### src/rtl/bnn_pkg.sv
// Shared BNN definitions: top-level FSM states, image/kernel geometry and loader frame sizing.
package bnn_pkg;

  typedef enum logic [2:0] {
    s_IDLE,
    s_LOAD,
    s_LAYER_1,
    s_LAYER_2,
    s_LAYER_3
  } state_t;

  localparam int IMG_DIM     = 28;
  localparam int KERNEL_DIM  = 3;
  localparam int PIX_BYTES   = IMG_DIM * IMG_DIM / 8;
  localparam int WGT_BYTES   = KERNEL_DIM * KERNEL_DIM;
  localparam int FRAME_BYTES = PIX_BYTES + WGT_BYTES;
  localparam int CNT_W       = 7;

endpackage

### src/rtl/input_loader.sv
// Assembles a byte stream into the static image/weight buffers for layer one; a byte
// accepted at edge N is visible after edge N; ready is high only in L_PIX/L_WGT, other bytes are dropped.
module input_loader
  import bnn_pkg::*;
(
  input  logic                                         clk,
  input  logic                                         rst,
  input  state_t                                       state,
  input  logic [7:0]                                   data_in,
  input  logic                                         data_valid,
  output logic                                         ready,
  output logic [IMG_DIM-1:0][IMG_DIM-1:0]              pixels,
  output logic [KERNEL_DIM-1:0][KERNEL_DIM-1:0][7:0]   weights,
  output logic [CNT_W-1:0]                             byte_cnt,
  output logic                                         load_done
);

  typedef enum logic [1:0] {
    L_IDLE,
    L_PIX,
    L_WGT,
    L_DONE
  } load_st_t;

  load_st_t                   ls, ls_nxt;
  logic [PIX_BYTES*8-1:0]     pix_q;
  logic [WGT_BYTES*8-1:0]     wgt_q;
  logic                       accept;
  logic                       start;
  logic                       pix_we, wgt_we;
  logic                       pix_last, wgt_last;
  logic [9:0]                 pix_base;
  logic [6:0]                 wgt_base;

  assign ready   = (ls == L_PIX) || (ls == L_WGT);
  assign accept  = data_valid && ready;
  assign pixels  = pix_q;
  assign weights = wgt_q;

  // Row-major packed buffers: flat pixel f and weight j land at bit 8k+b and 8j directly.
  assign pix_base = {byte_cnt, 3'b000};
  assign wgt_base = 7'(byte_cnt - 7'(PIX_BYTES)) << 3;

  always_comb begin
    start    = (ls == L_IDLE) && (state == s_LOAD);
    pix_we   = accept && (ls == L_PIX);
    wgt_we   = accept && (ls == L_WGT);
    pix_last = pix_we && (byte_cnt == 7'(PIX_BYTES - 1));
    wgt_last = wgt_we && (byte_cnt == 7'(FRAME_BYTES - 1));
    ls_nxt   = ls;
    case (ls)
      L_IDLE: if (state == s_LOAD) ls_nxt = L_PIX;
      L_PIX: begin
        if (state != s_LOAD)  ls_nxt = L_IDLE;
        else if (pix_last)    ls_nxt = L_WGT;
      end
      // A final byte arriving in the abort cycle still completes the frame.
      L_WGT: begin
        if (wgt_last)              ls_nxt = L_DONE;
        else if (state != s_LOAD)  ls_nxt = L_IDLE;
      end
      L_DONE: if (state != s_LOAD) ls_nxt = L_IDLE;
      default: ls_nxt = L_IDLE;
    endcase
  end

  always_ff @(posedge clk or posedge rst) begin
    if (rst) begin
      ls        <= L_IDLE;
      byte_cnt  <= '0;
      load_done <= 1'b0;
      pix_q     <= '0;
      wgt_q     <= '0;
    end else begin
      ls <= ls_nxt;
      if (start) begin
        byte_cnt  <= '0;
        load_done <= 1'b0;
      end
      if (pix_we || wgt_we) byte_cnt <= byte_cnt + 7'd1;
      if (pix_we) pix_q[pix_base +: 8] <= data_in;
      if (wgt_we) wgt_q[wgt_base +: 8] <= data_in;
      if (wgt_last) load_done <= 1'b1;
    end
  end

endmodule
### config.mk
export PLATFORM = sky130hd
export DESIGN_NAME = input_loader
export DESIGN_NICKNAME = d
export VERILOG_FILES = /design/src/rtl/bnn_pkg.sv /design/src/rtl/input_loader.sv
export SDC_FILE = /design/constraint.sdc
export NUM_CORES = 2
export LEC_CHECK = 0
export CORE_AREA = 2 2 339 341
export CTS_BUF_LIST = sky130_fd_sc_hd__clkbuf_4 sky130_fd_sc_hd__clkbuf_8
export DETAILED_ROUTE_END_ITERATION = 16
export DIE_AREA = 0 0 341 343
export PLACE_DENSITY = 0.66
export SYNTH_ARGS = -nofsm -noshare
export SYNTH_HDL_FRONTEND = slang
export SYNTH_SLANG_ARGS = --single-unit
### constraint.sdc
create_clock -name clk -period 91.9 [get_ports clk]
set_clock_uncertainty 0.15 [all_clocks]
set_input_delay 27.57 -clock clk [delete_from_list [all_inputs] [get_ports clk]]
set_output_delay 27.57 -clock clk [all_outputs]
set_load 0.1 [all_outputs]
======== Word level (Yosys, flattened, before mapping) ========
Index checks and enable logic that the tools add are counted.
word-level totals
  bits in registers ....................... 866
  output and inout bits ................... 865
  input bits .............................. 14
cells by class
  shift-type cells ........................ 4
  reductions and logical operators ........ 12
  eq/ne operators ......................... 9
  multiplexer cells ....................... 12
  $add $sub $neg .......................... 4
operator list
  cell                        number
  $bwmux W784                 1
  $shift A8 B12 Y784 const A  1
  $shiftx A8 B12 Y784         1
  $bwmux W72                  1
  $shift A8 B9 Y72 const A    1
  $shiftx A8 B9 Y72           1
  $eq A7 B7 Y1 const B        2
  $mux W7                     2
  $neg A10 Y12                1
  $mux W2                     5
  $neg A7 Y9                  1
  $pmux W2 S4                 1
  $add A7 B1 Y7 const B       1
  $logic_and A1 B1 Y1         6
  $eq A2 B2 Y1 const B        2
  $reduce_bool A2 Y1          2
  $sub A4 B2 Y4 const B       1
  $eq A3 B1 Y1 const B        1
  $ne A3 B1 Y1 const B        1
  $ne A3 B2 Y1 const B        1
  $eq A2 B1 Y1 const B        1
  $logic_not A2 Y1            1
  $logic_or A1 B1 Y1          2
  $mux W1                     2
  2 further kinds             2

======== Logic depth before layout (Yosys ltp) ========
  depth in word-level cells ............... 8
  mapped depth ............................ 13
  gate-level depth less buffers ........... 7

======== Worst setup path after synthesis ========
Ideal clock, no wire load.
  path type ............................... input to register
  from .................................... input data_valid
  to ...................................... register pix_q[320] (netlist: pixels[320])
  setup slack ............................. 62.224 ns
  data required time ...................... 91.625 ns
  cell stages on the path ................. 6
  arrival time ............................ 29.400 ns
  buffers on the path ..................... 2
  path through ............................ clkbuf_1 o311a_1 buf_4 nand3_1 nor4_2 mux2_2
on the way
  word-level cells in the longest chain between the ends .. 2
ends and longest elaborated chain
  element                        RTL line            source
  start, declared                input_loader.sv:10  input logic data_valid,
  $logic_and A1 B1 Y1            input_loader.sv:36  assign accept = data_valid && ready;
  $logic_and A1 B1 Y1            input_loader.sv:46  pix_we = accept && (ls == L_PIX);
  end signal, assigned by index  input_loader.sv:81  if (pix_we) pix_q[pix_base +: 8] <= data_in;
  end, declared                  input_loader.sv:26  logic [PIX_BYTES*8-1:0] pix_q;
Every way passes these cells.
A chain may end at the register's enable or synchronous reset.

==> results.cfg <==
[run_status]
status = finished, final reports clean

[clock_tree]
clock_sinks = 866
worst_skew_pair.late_latency_ps = 810
cts_resized = 0
hold_buffers = 0
cts.htree.levels = 4
cts_buffers = 151
tritoncts = yes
clk_pin_slew_ps = 60
clockBufferDepth = 3
clockRootBuffer = clkbuf_8
cts_setup_buffers = 0

[detailed_routing]
drt_iter0_markers = 1562
firstDrtPassIters = 5
antenna_left = 0
routed_wl_mm = 139
wl_per_cell_microns = 27.9
viasPerCell = 4.96
via_count = 24683
drcViolationCount = 0

[sta]
final_max_slew_viol_count = 0
tns_ps = 0
fin_crit_ps = 31380
max_freq_mhz = 31.9
fin_crit_sh_pct = 34.2
hold_violations = 0
rsz0062_at_grt = no
finalSetupViolCount = 0
max_slew_margin_pct = 17.3
worst_slew_pin_slew_ps = 1230

[synth]
async_flop_share_pct = 100
synth-edff-count = 0
ys_types = 60
yosysMostFrequentCell = dfrtp_1
yosysWarnings = 0
syn_nets = 2425
synthFlopType = dfrtp_1
postSynthRegisterBits = 866
yosys-top-cells-count = dfrtp_1, mux2_2, nor2_1
synthCells = 2396
synth_top_area_share_pct = 61.7
avgSynthCellArea_sq_um = 14.7
yosysSeqAreaShare_pct = 61.7
synth_area_sq_um = 35100
synth_area_leader_cell = dfrtp_1
ys_top_cells_by_area = dfrtp_1, mux2_2, nor2_1

[global_routing]
grt_busiest_layer = met2
grt_use_met2_pct = 37.7
use_met1_pct = 28.8
antenna_found_initial = 4
grt_max_degree = 118
grt_pass1_vias = 25239
grt_use_total_pct = 23.1
overflow = 0
grt_pass1_wl_mm = 193
globalRouteMet3Util_pct = 7.33

[power]
p_clk_share_pct = 31.1
p_per_area_nw_per_um2 = 24.5
p_int_w = 0.000683
seqPwrFrac_pct = 34.7
pwr-share-comb_pct = 34.2
leakage_nw = 23.0
switching_power_w = 0.000510
netSwitchingFraction_pct = 42.8
irDropWorstVdd_v = 0.0000274

[worst_setup_path]
cp_max_fo = 117
path_cells = clkdlybuf4s50_1, inv_8, buf_4, buf_4, buf_4, buf_4
r2r_cells = 9
cp-end-kind = async pin
startpoint = rst
max_stage_delay_ps = 820
crit_type = input pin to async pin
crit_path_frequent_cell = buf_4
worstPathRequired_ps = 92570
cp_slowest_cell = buf_4
ff2ff_setup_slack_ps = 87210
start_kind = input pin
crit_arrival_ps = 32050
r2r-end = pixels[723]
r2r-start = byte_cnt[0]

[die]
coreArea_sq_um = 113000
die_x_microns = 341
chipHeight_microns = 343
dieArea_sq_um = 117000
ios = 879
rows = 124
start_util_pct = 31.0

[placed_design]
dp_hpwl_mm = 101
place_area_sq_um = 45600
gp_congestion = 0.827
portBuffers = 878

[cells_and_area]
multi_input_comb_area_sq_um = 13000
drive_gt1_share_pct = 35.2
regArea_sq_um = 21700
fin_nets = 3387
stdcell_area_sq_um = 48800
fin_util_pct = 43.0
fillCellCount = 10506
area_growth_syn_to_layout_pct = 38.9

[min_path]
min_from = load_done
holdPathStages = 1
hp-class = flip-flop to flip-flop
hold_end = load_done

[flow_run]
drv_cap = 0
-- stage by stage --
| step | power, W | hold slack, ps | instances | setup slack, ps |
|---|---|---|---|---|
| 2_1_floorplan | 0.000688 | 377 | 2396 | 39840 |
| 3_3_place_gp | 0.000830 | 321 | 4717 | 59490 |
| 3_5_place_dp | 0.000832 | 326 | 4717 | 59500 |
| 4_1_cts | 0.00121 | 340 | 4976 | 60420 |
| 5_1_grt | 0.00124 | 355 | 4977 | 59910 |
| 6_report | 0.00119 | 337 | 4978 | 60520 |
-- registers in the layout (all words and copies together), names as in the netlist --
signal and flops:
ls 2, pixels 784, weights 72, byte_cnt 7, load_done 1
-- routing by layer --
| metal | vias to the layer above | wire length, microns |
|---|---|---|
| met5 | - | 0 |
| met4 | 0 | 4720 |
| met3 | 235 | 11000 |
| met2 | 975 | 66700 |
| met1 | 13003 | 56500 |
| li1 | 10470 | - |
-- cell families after synthesis --
family / count (synthesis) / synth area share (%)
buffers and inverters: 122 / 1.58
AOI/OAI and AO/OA: 117 / 2.03
muxes: 815 / 26.5
DFF: 866 / 61.7
xor gates and xnor gates: 16 / 0.463
and+or+nand+nor: 445 / 7.22
adders and majority gates: 15 / 0.535
-- worst max-delay path: cells and delay by family --
| kind | cells | cell delay [ps] |
|---|---|---|
| buffers and inverters | 6 | 4240 |
-- worst max-delay path by stage --
stage	end	slack (ps)	depth (start not counted)
2_1_floorplan	byte_cnt[0]	39840	1
3_3_place_gp	pixels[452]	59490	6
3_5_place_dp	pixels[291]	59500	6
4_1_cts	pixels[450]	60420	6
5_1_grt	pixels[180]	59910	6
6_report	pixels[480]	60520	6
-- power groups by stage --
stage	Sequential [W]	Combinational, W	Clock [W]
after floorplan	0.000559	0.000128	0
after global placement	0.000419	0.000411	0
after detailed placement	0.000420	0.000412	0
after CTS	0.000413	0.000413	0.000380
after global routing	0.000416	0.000426	0.000397
final	0.000414	0.000409	0.000371
-- cell type report --
cell class | count | area share (%)
clock inverters | 27 | 0.570
well taps | 1512 | 3.88
clock buffers | 232 | 5.83
repair buffers | 918 | 18.5
inverters | 13 | 0.115
diodes | 2 | 0.0103
multi-input cells | 1408 | 26.6
flip-flops and latches | 866 | 44.4
-- cell usage in the layout (no fill, tap or decap), types with 27 or more instances in the layout --
| cell | netlist | layout |
|---|---|---|
| and3_1 | 27 | 27 |
| clkbuf_4 | 0 | 56 |
| nand2_1 | 63 | 63 |
| nand3_2 | 45 | 46 |
| clkbuf_8 | 0 | 176 |
| nor3_1 | 36 | 36 |
| o21ai_0 | 80 | 80 |
| nand3_1 | 55 | 54 |
| dfrtp_1 | 866 | 865 |
| clkdlybuf4s50_1 | 0 | 863 |
| mux2_2 | 778 | 778 |
| buf_4 | 6 | 47 |
| nor2_1 | 145 | 142 |
| mux2_4 | 32 | 32 |
Note: power is estimated with default switching activity, not from simulation.
